**src/rtl/dcache_sa_pkg.sv**
```systemverilog
// dcache_pkg: shared definitions for the set-associative data cache.
//   state_t  - controller states
//   clog2    - ceiling log2 used to derive field widths
//   OFF_W / IDX_W / TAG_W - address field widths for the default
//   configuration (32-bit address, 64-bit word, 16 sets)
package dcache_pkg;

  typedef enum logic [2:0] {
    IDLE,
    WB,
    FILL,
    RESP,
    FL_SCAN,
    FL_WB,
    FL_DONE
  } state_t;

  function automatic int clog2(input int n);
    int r;
    r = 0;
    for (int i = 0; i < 32; i++) begin
      if ((1 << r) < n) r = r + 1;
    end
    return r;
  endfunction

  localparam int DEF_ADDR_W = 32;
  localparam int DEF_DATA_W = 64;
  localparam int DEF_SETS   = 16;

  localparam int OFF_W = clog2(DEF_DATA_W / 8);
  localparam int IDX_W = clog2(DEF_SETS);
  localparam int TAG_W = DEF_ADDR_W - IDX_W - OFF_W;

endpackage

```
**src/rtl/dcache_sa_if.sv**
```systemverilog
// dcache_sa_if: CPU-side and memory-side bus of the data cache.
//   slave  - the cache's view (CPU requests and memory responses in,
//            CPU responses and memory requests out)
//   master - the environment's view (CPU/pipeline plus memory model)
interface dcache_sa_if #(
  parameter int ADDR_W = 32,
  parameter int DATA_W = 64
);

  logic                  cpu_rd;
  logic [DATA_W/8-1:0]   cpu_wr;
  logic [ADDR_W-1:0]     cpu_addr;
  logic [DATA_W-1:0]     cpu_wdata;
  logic [DATA_W-1:0]     cpu_rdata;
  logic                  cpu_ready;
  logic                  cpu_busy;
  logic                  flush_req;
  logic                  flush_done;
  logic                  mem_rd_en;
  logic [ADDR_W-1:0]     mem_rd_addr;
  logic [DATA_W-1:0]     mem_rd_data;
  logic                  mem_rd_valid;
  logic                  mem_wr_en;
  logic [ADDR_W-1:0]     mem_wr_addr;
  logic [DATA_W-1:0]     mem_wr_data;
  logic                  mem_wr_ack;

  modport slave (
    input  cpu_rd, cpu_wr, cpu_addr, cpu_wdata, flush_req,
           mem_rd_data, mem_rd_valid, mem_wr_ack,
    output cpu_rdata, cpu_ready, cpu_busy, flush_done,
           mem_rd_en, mem_rd_addr, mem_wr_en, mem_wr_addr, mem_wr_data
  );

  modport master (
    output cpu_rd, cpu_wr, cpu_addr, cpu_wdata, flush_req,
           mem_rd_data, mem_rd_valid, mem_wr_ack,
    input  cpu_rdata, cpu_ready, cpu_busy, flush_done,
           mem_rd_en, mem_rd_addr, mem_wr_en, mem_wr_addr, mem_wr_data
  );

endinterface

```
**src/rtl/dcache_sa_way.sv**
```systemverilog
// dcache_way: storage for one way of the cache.
//   clk, rst  - clock, synchronous active-low reset (clears valid/dirty)
//   idx       - set index shared by the read and write ports
//   rd_*      - combinational read of valid, dirty, tag and data
//   data_we   - byte-strobed data write (wr_strb, wr_data)
//   tag_we    - installs wr_tag and marks the line valid
//   dirty_we  - writes wr_dirty
module dcache_way
  import dcache_pkg::*;
#(
  parameter int DATA_W = 64,
  parameter int SETS   = 16,
  parameter int TAG_W  = 25
) (
  input  logic                      clk,
  input  logic                      rst,
  input  logic [clog2(SETS)-1:0]    idx,
  output logic                      rd_valid,
  output logic                      rd_dirty,
  output logic [TAG_W-1:0]          rd_tag,
  output logic [DATA_W-1:0]         rd_data,
  input  logic                      data_we,
  input  logic [DATA_W/8-1:0]       wr_strb,
  input  logic [DATA_W-1:0]         wr_data,
  input  logic                      tag_we,
  input  logic [TAG_W-1:0]          wr_tag,
  input  logic                      dirty_we,
  input  logic                      wr_dirty
);

  logic [TAG_W-1:0]  tags [SETS];
  logic [DATA_W-1:0] data [SETS];
  logic [SETS-1:0]   valid;
  logic [SETS-1:0]   dirty;

  assign rd_valid = valid[idx];
  assign rd_dirty = dirty[idx];
  assign rd_tag   = tags[idx];
  assign rd_data  = data[idx];

  // Only the status bits need a reset; tag and data are qualified by valid.
  always_ff @(posedge clk) begin
    if (!rst) begin
      valid <= '0;
      dirty <= '0;
    end else begin
      if (tag_we) begin
        tags[idx]  <= wr_tag;
        valid[idx] <= 1'b1;
      end
      if (dirty_we) dirty[idx] <= wr_dirty;
      if (data_we) begin
        for (int b = 0; b < DATA_W / 8; b++) begin
          if (wr_strb[b]) data[idx][8*b +: 8] <= wr_data[8*b +: 8];
        end
      end
    end
  end

endmodule

```
**src/rtl/dcache_sa.sv**
```systemverilog
// dcache_sa: set-associative, write-back, write-allocate data cache with
// round-robin replacement and a whole-cache flush.
//   clk, rst - clock, synchronous active-low reset
//   bus      - CPU request/response, flush handshake and memory
//              read/write request/acknowledge channels (slave modport)
module dcache_sa
  import dcache_pkg::*;
#(
  parameter int ADDR_W = 32,
  parameter int DATA_W = 64,
  parameter int SETS   = 16,
  parameter int WAYS   = 2
) (
  input  logic       clk,
  input  logic       rst,
  dcache_sa_if.slave bus
);

  localparam int OFF_BITS = clog2(DATA_W / 8);
  localparam int IDX_BITS = clog2(SETS);
  localparam int TAG_BITS = ADDR_W - IDX_BITS - OFF_BITS;
  localparam int WAY_BITS = (WAYS > 1) ? clog2(WAYS) : 1;
  localparam int STRB_W   = DATA_W / 8;
  localparam logic [WAY_BITS-1:0] LAST_WAY = WAY_BITS'(WAYS - 1);
  localparam logic [IDX_BITS-1:0] LAST_SET = IDX_BITS'(SETS - 1);
  localparam logic [ADDR_W-1:0]   OFF_MASK = ADDR_W'((1 << OFF_BITS) - 1);

  state_t              state;
  logic [WAY_BITS-1:0] vic_way;
  logic [WAY_BITS-1:0] scan_way;
  logic [IDX_BITS-1:0] scan_set;
  logic [WAY_BITS-1:0] rr [SETS];
  logic [DATA_W-1:0]   resp_data;
  logic                mem_rd_en_q, mem_wr_en_q, flush_done_q;
  logic [ADDR_W-1:0]   mem_rd_addr_q, mem_wr_addr_q;
  logic [DATA_W-1:0]   mem_wr_data_q;

  logic                is_wr, is_req, in_flush, scan_last;
  logic [IDX_BITS-1:0] cpu_idx, way_idx;
  logic [TAG_BITS-1:0] cpu_tag;

  logic                w_valid [WAYS];
  logic                w_dirty [WAYS];
  logic [TAG_BITS-1:0] w_tag   [WAYS];
  logic [DATA_W-1:0]   w_data  [WAYS];
  logic [WAYS-1:0]     data_we, tag_we, dirty_we;
  logic [STRB_W-1:0]   wr_strb;
  logic [DATA_W-1:0]   wr_data, fill_data;
  logic                wr_dirty;

  logic                hit, cpu_ready;
  logic [WAY_BITS-1:0] hit_way, victim;
  logic [DATA_W-1:0]   hit_data;

  assign is_wr     = |bus.cpu_wr;
  assign is_req    = is_wr | bus.cpu_rd;
  assign cpu_idx   = bus.cpu_addr[OFF_BITS +: IDX_BITS];
  assign cpu_tag   = bus.cpu_addr[ADDR_W-1 -: TAG_BITS];
  assign in_flush  = (state == FL_SCAN) || (state == FL_WB) || (state == FL_DONE);
  assign way_idx   = in_flush ? scan_set : cpu_idx;
  assign scan_last = (scan_set == LAST_SET) && (scan_way == LAST_WAY);

  for (genvar g = 0; g < WAYS; g++) begin : g_way
    dcache_way #(.DATA_W(DATA_W), .SETS(SETS), .TAG_W(TAG_BITS)) u_way (
      .clk      (clk),
      .rst      (rst),
      .idx      (way_idx),
      .rd_valid (w_valid[g]),
      .rd_dirty (w_dirty[g]),
      .rd_tag   (w_tag[g]),
      .rd_data  (w_data[g]),
      .data_we  (data_we[g]),
      .wr_strb  (wr_strb),
      .wr_data  (wr_data),
      .tag_we   (tag_we[g]),
      .wr_tag   (cpu_tag),
      .dirty_we (dirty_we[g]),
      .wr_dirty (wr_dirty)
    );
  end

  // Tag match, and victim choice: the lowest invalid way wins, otherwise
  // the set's round-robin pointer. The descending loop leaves the lowest.
  always_comb begin
    hit      = 1'b0;
    hit_way  = '0;
    hit_data = '0;
    victim   = rr[cpu_idx];
    for (int w = 0; w < WAYS; w++) begin
      if (w_valid[w] && (w_tag[w] == cpu_tag)) begin
        hit      = 1'b1;
        hit_way  = WAY_BITS'(w);
        hit_data = w_data[w];
      end
    end
    for (int w = WAYS - 1; w >= 0; w--) begin
      if (!w_valid[w]) victim = WAY_BITS'(w);
    end
  end

  // Fill word with the pending store's strobed bytes merged over it.
  always_comb begin
    fill_data = bus.mem_rd_data;
    for (int b = 0; b < STRB_W; b++) begin
      if (bus.cpu_wr[b]) fill_data[8*b +: 8] = bus.cpu_wdata[8*b +: 8];
    end
  end

  // Storage write controls for store hits, fills and dirty clears.
  always_comb begin
    data_we  = '0;
    tag_we   = '0;
    dirty_we = '0;
    wr_strb  = '0;
    wr_data  = bus.cpu_wdata;
    wr_dirty = 1'b0;
    case (state)
      IDLE: if (is_wr && hit) begin
        data_we[hit_way]  = 1'b1;
        dirty_we[hit_way] = 1'b1;
        wr_strb           = bus.cpu_wr;
        wr_dirty          = 1'b1;
      end
      WB:    if (bus.mem_wr_ack) dirty_we[vic_way] = 1'b1;
      FILL:  if (bus.mem_rd_valid) begin
        data_we[vic_way]  = 1'b1;
        tag_we[vic_way]   = 1'b1;
        dirty_we[vic_way] = 1'b1;
        wr_strb           = '1;
        wr_data           = fill_data;
        wr_dirty          = is_wr;
      end
      FL_WB: if (bus.mem_wr_ack) dirty_we[scan_way] = 1'b1;
      default: ;
    endcase
  end

  // Controller: miss handling, flush scan and registered memory requests.
  always_ff @(posedge clk) begin
    if (!rst) begin
      state         <= IDLE;
      vic_way       <= '0;
      scan_way      <= '0;
      scan_set      <= '0;
      resp_data     <= '0;
      mem_rd_en_q   <= 1'b0;
      mem_wr_en_q   <= 1'b0;
      flush_done_q  <= 1'b0;
      mem_rd_addr_q <= '0;
      mem_wr_addr_q <= '0;
      mem_wr_data_q <= '0;
      for (int s = 0; s < SETS; s++) rr[s] <= '0;
    end else begin
      case (state)
        IDLE: begin
          if (is_req && !hit) begin
            vic_way <= victim;
            if (w_valid[victim] && w_dirty[victim]) begin
              state         <= WB;
              mem_wr_en_q   <= 1'b1;
              mem_wr_addr_q <= {w_tag[victim], cpu_idx, {OFF_BITS{1'b0}}};
              mem_wr_data_q <= w_data[victim];
            end else begin
              state         <= FILL;
              mem_rd_en_q   <= 1'b1;
              mem_rd_addr_q <= bus.cpu_addr & ~OFF_MASK;
            end
          end else if (!is_req && bus.flush_req) begin
            state    <= FL_SCAN;
            scan_set <= '0;
            scan_way <= '0;
          end
        end
        WB: if (bus.mem_wr_ack) begin
          state         <= FILL;
          mem_wr_en_q   <= 1'b0;
          mem_rd_en_q   <= 1'b1;
          mem_rd_addr_q <= bus.cpu_addr & ~OFF_MASK;
        end
        FILL: if (bus.mem_rd_valid) begin
          state       <= RESP;
          mem_rd_en_q <= 1'b0;
          resp_data   <= is_wr ? fill_data : bus.mem_rd_data;
          rr[cpu_idx] <= (rr[cpu_idx] == LAST_WAY) ? '0 : rr[cpu_idx] + 1'b1;
        end
        RESP: state <= IDLE;
        FL_SCAN: begin
          if (w_valid[scan_way] && w_dirty[scan_way]) begin
            state         <= FL_WB;
            mem_wr_en_q   <= 1'b1;
            mem_wr_addr_q <= {w_tag[scan_way], scan_set, {OFF_BITS{1'b0}}};
            mem_wr_data_q <= w_data[scan_way];
          end else if (scan_last) begin
            state        <= FL_DONE;
            flush_done_q <= 1'b1;
          end else if (scan_way == LAST_WAY) begin
            scan_way <= '0;
            scan_set <= scan_set + 1'b1;
          end else begin
            scan_way <= scan_way + 1'b1;
          end
        end
        // Back to the same slot: its dirty bit is now clear, so the scan moves on.
        FL_WB: if (bus.mem_wr_ack) begin
          state       <= FL_SCAN;
          mem_wr_en_q <= 1'b0;
        end
        FL_DONE: begin
          state        <= IDLE;
          flush_done_q <= 1'b0;
        end
        default: state <= IDLE;
      endcase
    end
  end

  // Combinational outputs are forced low while reset is asserted.
  assign cpu_ready       = rst && (((state == IDLE) && is_req && hit) || (state == RESP));
  assign bus.cpu_ready   = cpu_ready;
  assign bus.cpu_busy    = rst && is_req && !cpu_ready;
  assign bus.cpu_rdata   = !rst ? '0 :
                           ((state == IDLE) && is_req && hit) ? hit_data : resp_data;
  assign bus.flush_done  = flush_done_q;
  assign bus.mem_rd_en   = mem_rd_en_q;
  assign bus.mem_rd_addr = mem_rd_addr_q;
  assign bus.mem_wr_en   = mem_wr_en_q;
  assign bus.mem_wr_addr = mem_wr_addr_q;
  assign bus.mem_wr_data = mem_wr_data_q;

endmodule
```
**src/flat_wrapper.sv**
```systemverilog
// flat-port wrapper written by rule: the top's interface ports become plain ports
module dcache_sa_flat import dcache_pkg::*;
#(
  parameter int ADDR_W = 32,
  parameter int DATA_W = 64,
  parameter int SETS   = 16,
  parameter int WAYS   = 2
)
  (clk, rst, bus_cpu_rd, bus_cpu_wr, bus_cpu_addr, bus_cpu_wdata, bus_flush_req, bus_mem_rd_data, bus_mem_rd_valid, bus_mem_wr_ack, bus_cpu_rdata, bus_cpu_ready, bus_cpu_busy, bus_flush_done, bus_mem_rd_en, bus_mem_rd_addr, bus_mem_wr_en, bus_mem_wr_addr, bus_mem_wr_data);
  dcache_sa_if #(.ADDR_W(ADDR_W), .DATA_W(DATA_W)) bus_i ();
  input  logic clk;
  input  logic rst;
  input wire logic [$bits(bus_i.cpu_rd)-1:0] bus_cpu_rd;
  input wire logic [$bits(bus_i.cpu_wr)-1:0] bus_cpu_wr;
  input wire logic [$bits(bus_i.cpu_addr)-1:0] bus_cpu_addr;
  input wire logic [$bits(bus_i.cpu_wdata)-1:0] bus_cpu_wdata;
  input wire logic [$bits(bus_i.flush_req)-1:0] bus_flush_req;
  input wire logic [$bits(bus_i.mem_rd_data)-1:0] bus_mem_rd_data;
  input wire logic [$bits(bus_i.mem_rd_valid)-1:0] bus_mem_rd_valid;
  input wire logic [$bits(bus_i.mem_wr_ack)-1:0] bus_mem_wr_ack;
  output wire logic [$bits(bus_i.cpu_rdata)-1:0] bus_cpu_rdata;
  output wire logic [$bits(bus_i.cpu_ready)-1:0] bus_cpu_ready;
  output wire logic [$bits(bus_i.cpu_busy)-1:0] bus_cpu_busy;
  output wire logic [$bits(bus_i.flush_done)-1:0] bus_flush_done;
  output wire logic [$bits(bus_i.mem_rd_en)-1:0] bus_mem_rd_en;
  output wire logic [$bits(bus_i.mem_rd_addr)-1:0] bus_mem_rd_addr;
  output wire logic [$bits(bus_i.mem_wr_en)-1:0] bus_mem_wr_en;
  output wire logic [$bits(bus_i.mem_wr_addr)-1:0] bus_mem_wr_addr;
  output wire logic [$bits(bus_i.mem_wr_data)-1:0] bus_mem_wr_data;
  assign bus_i.cpu_rd = bus_cpu_rd;
  assign bus_i.cpu_wr = bus_cpu_wr;
  assign bus_i.cpu_addr = bus_cpu_addr;
  assign bus_i.cpu_wdata = bus_cpu_wdata;
  assign bus_i.flush_req = bus_flush_req;
  assign bus_i.mem_rd_data = bus_mem_rd_data;
  assign bus_i.mem_rd_valid = bus_mem_rd_valid;
  assign bus_i.mem_wr_ack = bus_mem_wr_ack;
  assign bus_cpu_rdata = bus_i.cpu_rdata;
  assign bus_cpu_ready = bus_i.cpu_ready;
  assign bus_cpu_busy = bus_i.cpu_busy;
  assign bus_flush_done = bus_i.flush_done;
  assign bus_mem_rd_en = bus_i.mem_rd_en;
  assign bus_mem_rd_addr = bus_i.mem_rd_addr;
  assign bus_mem_wr_en = bus_i.mem_wr_en;
  assign bus_mem_wr_addr = bus_i.mem_wr_addr;
  assign bus_mem_wr_data = bus_i.mem_wr_data;
  dcache_sa #(.ADDR_W(ADDR_W), .DATA_W(DATA_W), .SETS(SETS), .WAYS(WAYS)) u_core (.clk(clk), .rst(rst), .bus(bus_i));
endmodule
```
**config.mk**
```make
export PLATFORM = sky130hd
export DESIGN_NAME = dcache_sa_flat
export DESIGN_NICKNAME = d
export VERILOG_FILES = /design/src/rtl/dcache_sa_pkg.sv /design/src/rtl/dcache_sa_if.sv /design/src/rtl/dcache_sa_way.sv /design/src/rtl/dcache_sa.sv /design/src/flat_wrapper.sv
export SDC_FILE = /design/constraint.sdc
export NUM_CORES = 2
export LEC_CHECK = 0
export BUFFER_PORTS_ARGS = -buffer_cell sky130_fd_sc_hd__buf_4
export CAP_MARGIN = 20
export CORE_MARGIN = 5
export CORE_UTILIZATION = 52
export CTS_BUF_LIST = sky130_fd_sc_hd__clkbuf_8
export CTS_CLUSTER_DIAMETER = 30
export DETAILED_ROUTE_END_ITERATION = 7
export GPL_TIMING_DRIVEN = 0
export PLACE_DENSITY = 0.8
export SETUP_SLACK_MARGIN = 0.5
export SLEW_MARGIN = 20
export SYNTH_ARGS = -nofsm -noshare
export SYNTH_HDL_FRONTEND = slang
export SYNTH_HIERARCHICAL = 1
export SYNTH_SLANG_ARGS = --single-unit
```
**constraint.sdc**
```tcl
create_clock -name clk -period 6.6 [get_ports clk]
set_clock_uncertainty 0.15 [all_clocks]
set_input_delay 0 -clock clk [delete_from_list [all_inputs] [get_ports clk]]
set_output_delay 0 -clock clk [all_outputs]
set_load 0.1 [all_outputs]
```
=== Word level (Yosys, flattened, before mapping) ===
Memories as Yosys holds them, arrays and structs flattened.
Index checks and enable logic that the tools add are counted.

* Flip-flop bits (word level): 268
* Bits in writable memories: 2,864
* Input bits: 174
* Output and inout bits: 197
* Word-level logic and storage cells: 298
* Memories kept: 5

* Add/sub/neg operators: 3
* Magnitude comparators: 10
* Equal/unequal tests: 25
* Mux-type cells: 193
* Bitwise operators: 5
* Reductions and logical operators: 42

{| class="wikitable"
|+ Memory list
! memory !! words !! width !! read ports !! clocked after memory_dff !! write ports !! line !! source
|-
| u_core.g_way[0].u_way.data || 16 || 64 || 1 || 0 || 1 || dcache_sa_way.sv:32 || <nowiki>logic [DATA_W-1:0] data [SETS];</nowiki>
|-
| u_core.g_way[1].u_way.data || 16 || 64 || 1 || 0 || 1 || dcache_sa_way.sv:32 ||
|-
| u_core.g_way[0].u_way.tags || 16 || 25 || 1 || 0 || 1 || dcache_sa_way.sv:31 || <nowiki>logic [TAG_W-1:0] tags [SETS];</nowiki>
|-
| u_core.g_way[1].u_way.tags || 16 || 25 || 1 || 0 || 1 || dcache_sa_way.sv:31 ||
|-
| u_core.rr || 16 || 1 || 1 || 0 || 16 || dcache_sa.sv:32 || <nowiki>logic [WAY_BITS-1:0] rr [SETS];</nowiki>
|}

{| class="wikitable"
|+ Operator list
! kind !! count
|-
| 2-to-1 mux 64 bit || 16
|-
| 2-to-1 mux 32 bit || 6
|-
| 2-to-1 mux 25 bit || 6
|-
| one-hot mux 32 bit (2 select lines) || 2
|-
| one-hot mux 64 bit (2 select lines) || 1
|-
| 2-to-1 mux 1 bit || 112
|-
| 2-to-1 mux 8 bit || 10
|-
| equality test 25 bit || 2
|-
| bitwise mux 16 bit || 2
|-
| OR 16 bit || 2
|-
| 2-to-1 mux 4 bit || 7
|-
| 2-to-1 mux 3 bit || 7
|-
| AND reduction 5 bit || 4
|-
| logical AND 1 bit || 17
|-
| binary-select mux 1 bit (select 4 bit) || 4
|-
| != test 2 bit, second input constant || 8
|-
| one-hot mux 8 bit (2 select lines) || 1
|-
| one-hot mux 3 bit (5 select lines) || 1
|-
| 2-to-1 mux 2 bit || 6
|-
| != test 2 x 1 -> 1 bit, second input constant || 6
|-
| equality test 3 bit, second input constant || 3
|-
| one-hot mux 2 bit (4 select lines) || 1
|-
| one-hot mux 4 bit (2 select lines) || 1
|-
| AND reduction 4 bit || 2
|-
| 30 further kinds || 51
|}

=== Logic depth before layout (Yosys ltp) ===
* Depth in word-level cells: 17
* Mapped depth: 25
* Mapped depth without buffers: 17

=== Cells and area by module ===
Netlist, hierarchy kept.

{| class="wikitable"
|+ Modules (own cells, without submodules)
! module !! instances !! cells an instance !! area each (um^2) !! sequential area each (um^2)
|-
| dcache_way at u_core.g_way[1].u_way || 1 || 2,527 || 55,598.3 || 43,401.6
|-
| dcache_way at u_core.g_way[0].u_way || 1 || 2,527 || 55,597.1 || 43,401.6
|-
| dcache_sa || 1 || 1,458 || 13,065.0 || 4,284.1
|}

=== Worst setup path before layout ===
No wires, ideal clock.

* Kind: flip-flop to output port
* Start: reg u_core.state[2]
* End: out bus_cpu_rdata[10]
* Arrival: 6.652 ns
* Data required time: 6.450 ns
* Slack: -0.202 ns
* Stages on the path, launching flop included: 21
* Buffers on the path: 7
* Cells stage by stage: dfxtp_1 > clkbuf_1 > inv_1 > a21oi_1 > mux2_2 > buf_6 > buf_6 > buf_6 > mux4_2 > a22oi_1 > nand2_1 > xor2_1 > a211o_1 > nor4_1 > nand4_1 > clkbuf_1 > a211oi_1 > clkbuf_1 > clkbuf_1 > nor2_1 > a211oi_1

{| class="wikitable"
|+ RTL lines
! item !! line !! source
|-
| from (decl) || dcache_sa.sv:28 || <nowiki>state_t state;</nowiki>
|-
| from (signal assigned) || dcache_sa.sv:141 || <nowiki>state <= IDLE;</nowiki>
|-
| from (signal assigned) || dcache_sa.sv:159 || <nowiki>state <= WB;</nowiki>
|-
| from (signal assigned) || dcache_sa.sv:164 || <nowiki>state <= FILL;</nowiki>
|-
| to (decl) || flat_wrapper.sv:21 || <nowiki>output wire logic [$bits(bus_i.cpu_rdata)-1:0] bus_cpu_rdata;</nowiki>
|}

==> summary.md <==
| Metric | Value |
|---|---|
| Nets | 8233 |
| Root Buffer Master | clkbuf_8 |
| Number of clock sinks | 3126 |
| Endpoint type of the worst setup path | output port |
| PortBufs | 358 |
| Max Cap Viol | 0 |
| Crit path DAT | slightly above 7 ns |
| First-pass GRT wire length | approximately 570000 um |
| Placed Cells | 10101 |
| Final core occ | 64.5% |
| Final WL | ~400000 um |
| GP Congestion | a little over 0.9 |
| Wire per inst | about 35 um |
| Power per cell area | 282 nW/um^2 |
| Leak pwr | 51.5 nW |
| CTS max path bufs | 4 |
| Largest area contributor in the netlist | edfxtp_1 |
| Vert. Die Dim | 499 um |
| Status | complete, but fails checks |
| Crit start category | flop |
| Clk_lat worst skew | roughly 1.1 ns |
| Seq/Total Area, Yosys | 73.3% |
| Area delta synth->final | 23.4% |
| GR Util All Layers | 32.0% |
| Synth unique cells | 64 |
| Gate Count Post-Synth | about 6500 |
| Number of global-route vias before repair | just under 80000 |
| Ys async rst share | 0% |
| Final setup fails | 166 |
| CP required | about 6.5 ns |
| IO Pins | 371 |
| Die Wd | about 500 um |
| Core area | 238000 um^2 |
| Fin cells | 11630 |
| Final worst setup slack | -0.654 ns |
| DRT iter0 DRCs | roughly 13000 |
| Worst path bufs/invs | 10 |
| Post-Syn Area per Cell | 19.1 um^2 |
| Max_slew headroom | between 15 and 20% |
| Initial antenna violation count | 39 |
| F_max | 138 MHz |
| Worst min-delay path class | in -> reg |
| Cell chain of the critical path | buf_8, clkinvlp_4, a21oi_4, mux2_4, buf_12, clkdlybuf4s15_2, mux4_2, a22oi_1, nand2_1, xnor2_2, nand4_1, nor3_1, nand4_1, buf_2, buf_12, a211oi_4, buf_8, buf_16, clkbuf_16, nor2_4, a211oi_4, buf_12 |
| Dominant cells by area after synthesis | edfxtp_1 (69%), mux4_2 (13%), dfxtp_1 (4.5%) |
| Cell Rows | 179 |
| Most common cell after layout, fill and taps aside | edfxtp_1 |
| Slowest stage cell, crit path | clkdlybuf4s15_2 |
| Num CTS Buffers | 543 |
| Setup CP Type | reg -> out |
| Worst VDD drop | 0.000247 V |
| Dpl cell area | 133000 um^2 |
| Yosys warns | 6 |
| Fin. Hold Viols | 0 |
| Layout cells sized above 1 | approximately 34% |
| Unrepaired setup endpoints after global routing | true |
| Failing checks | DRC, setup timing |
| Clk slew on worst S/H paths | 0.07 ns |
| H-tree Lvls | 6 |
| Vias per cell | about 6.7 |
| Max Transition Viols Final | 0 |
| Worst-margin pin slew | 1.24 ns |
| Most frequent cells in the layout | edfxtp_1 (2848), mux4_2 (733), clkbuf_8 (582) |
| Final ANT Viol Nets | 0 |
| Fin area | 153000 um^2 |
| Max FO, Critical Path | 10 |
| Fillers | ~14000 |
| Post-synth top flop | edfxtp_1 |
| Yosys top cell area share | 68.8% |
| Most used cell along the critical path | buf_12 |
| Drt first pass iters | 8 |
| Starting Density | 52.2% |
| Worst hold slack | 0.119 ns |
| Period utilisation layout | 110% |
| Synth Register Bits | 3126 |
| Worst stage delay on the critical path | between 0.6 and 0.7 ns |
| Dpl hpwl | between 200000 and 250000 um |
| Via count | roughly 78000 |
| Final TNS setup | -33.27 ns |
| Post-synth EDFFs | 2848 |
| Largest net degree at the start of global routing | 34 |
| DIE AREA | 249000 um^2 |
| Tmin final | between 7 and 8 ns |
| Delay-heaviest family, CP | buffers and inverters |
| DRC errors left | 22 |
| Post-Syn Area | 124000 um^2 |
| Grt ovf | 0 |
| CTS tree | done |
-- stage by stage --
| stage | worst slack [ns] | power [mW] |
|---|---|---|
| after floorplan | 0.750 | 24.0 |
| after global placement | -4.24 | 25.1 |
| after detailed placement | -3.00 | 25.2 |
| after CTS | -0.0203 | 42.9 |
| after global routing | -0.624 | 44.4 |
| final | -0.654 | 43.3 |
-- registers in the layout, indices dropped and copies added, names as in the netlist --
register and count:
u_core/bus.mem_rd_en 1, u_core/g_way.u_way/valid 32, u_core/bus.flush_done 1, u_core/g_way.u_way/tags 800, u_core/bus.mem_wr_data 64, u_core/g_way.u_way/data 2048, u_core/bus.mem_wr_addr 29, u_core/scan_set 4
u_core/bus.mem_rd_addr 29, u_core/scan_way 1, u_core/resp_data 64, u_core/vic_way 1, u_core/state 3, u_core/g_way.u_way/dirty 32, u_core/bus.mem_wr_en 1, u_core/rr 16
-- worst min-delay path, cell delays in order --
cell and delay, ns:
buf_4 0.12, clkbuf_2 0.39, nand2_1 0.16, nand2_1 0.10
nand2_2 0.24, nor2_4 0.14
-- final cells by class --
type	instances	area, um^2	share of cell area [%]
inverter	20	78.8	0.0514
buffer	474	3540	2.31
tap	3167	3960	2.58
sequential	3126	91100	59.4
multi-input combinational	2897	33100	21.6
timing repair buffer	996	11000	7.17
clock inverter	353	2710	1.77
antenna	24	60.1	0.0392
clock buffer	573	7890	5.14
-- cells by family (layout without fill, tap and decap cells) --
logic type	count (synthesis)	in the layout	synth area share, %
AOI/OAI and AO/OA	838	838	4.89
xor gates and xnor gates	47	47	0.331
adders and majority gates	1	1	0.0101
buffers and inverters	494	2416	2.12
DFF	3126	3126	73.3
muxes	1056	1056	16.0
other	1	30	0.00302
and+or+nand+nor	949	949	3.38
-- path summary, 6_finish.rpt --
path	startpoint	end	slack (ns)	depth (start not counted)
worst max-delay path	u_core/state[2]	bus_cpu_rdata[34]	-0.65	22
worst min-delay path	bus_cpu_wr[2]	u_core/g_way[1].u_way/data[5][16]	0.12	6
worst min register to register	u_core/bus.mem_rd_addr[24]	u_core/bus.mem_rd_addr[24]	0.31	2
worst max register to register	u_core/state[2]	u_core/g_way[1].u_way/data[1][45]	-0.23	22
-- cells in the mapped netlist, drive strengths merged, types with 3 or more instances --
library cell,n
nor4b,8
nand2,307
nand3,46
o41ai,3
a22oi,365
xnor2,29
or3,8
mux2i,256
mux2,67
or4,3
nor4,13
nor3,4
edfxtp,2848
and4b,4
nand4,14
or4b,8
nor2,477
a211oi,223
buf,259
inv,20
nand4b,9
a21oi,162
mux4,733
dfxtp,278
nor2b,9
clkbuf,215
o21ai,50
xor2,18
nand2b,3
and4bb,4
and2,8
o21a,9
nand4bb,12
o22ai,4
o211ai,3
nor4bb,6
-- timing repair --
item / CTS / global route
hold buffers: 438 / 1
resized for setup: 766 / 165
setup buffers: 104 / 27
gates cloned: 5 / 4
endpoints found under the hold margin: 3466 / 3
endpoints found under the setup margin: 2274 / 2224
pin swaps: 113 / 53
-- power breakdown --
| part | leakage, nW | internal [mW] | total [mW] | switching (mW) |
|---|---|---|---|---|
| sequential | 27.8 | 21.8 | 21.8 | 0.0501 |
| clock | 5.84 | 9.68 | 17.8 | 8.10 |
| combinational | 17.9 | 1.26 | 3.73 | 2.46 |
| total | 51.5 | 32.7 | 43.3 | 10.6 |
-- per-layer routing --
layer	up-vias	track usage, %	wire length (um)
met1	38799	38.3	126000
met5	-	0.174	136
met2	7501	48.2	185000
li1	29824	-	-
met3	1728	11.9	62800
met4	18	22.6	36300
No activity file was read; power rests on OpenSTA's default activity.
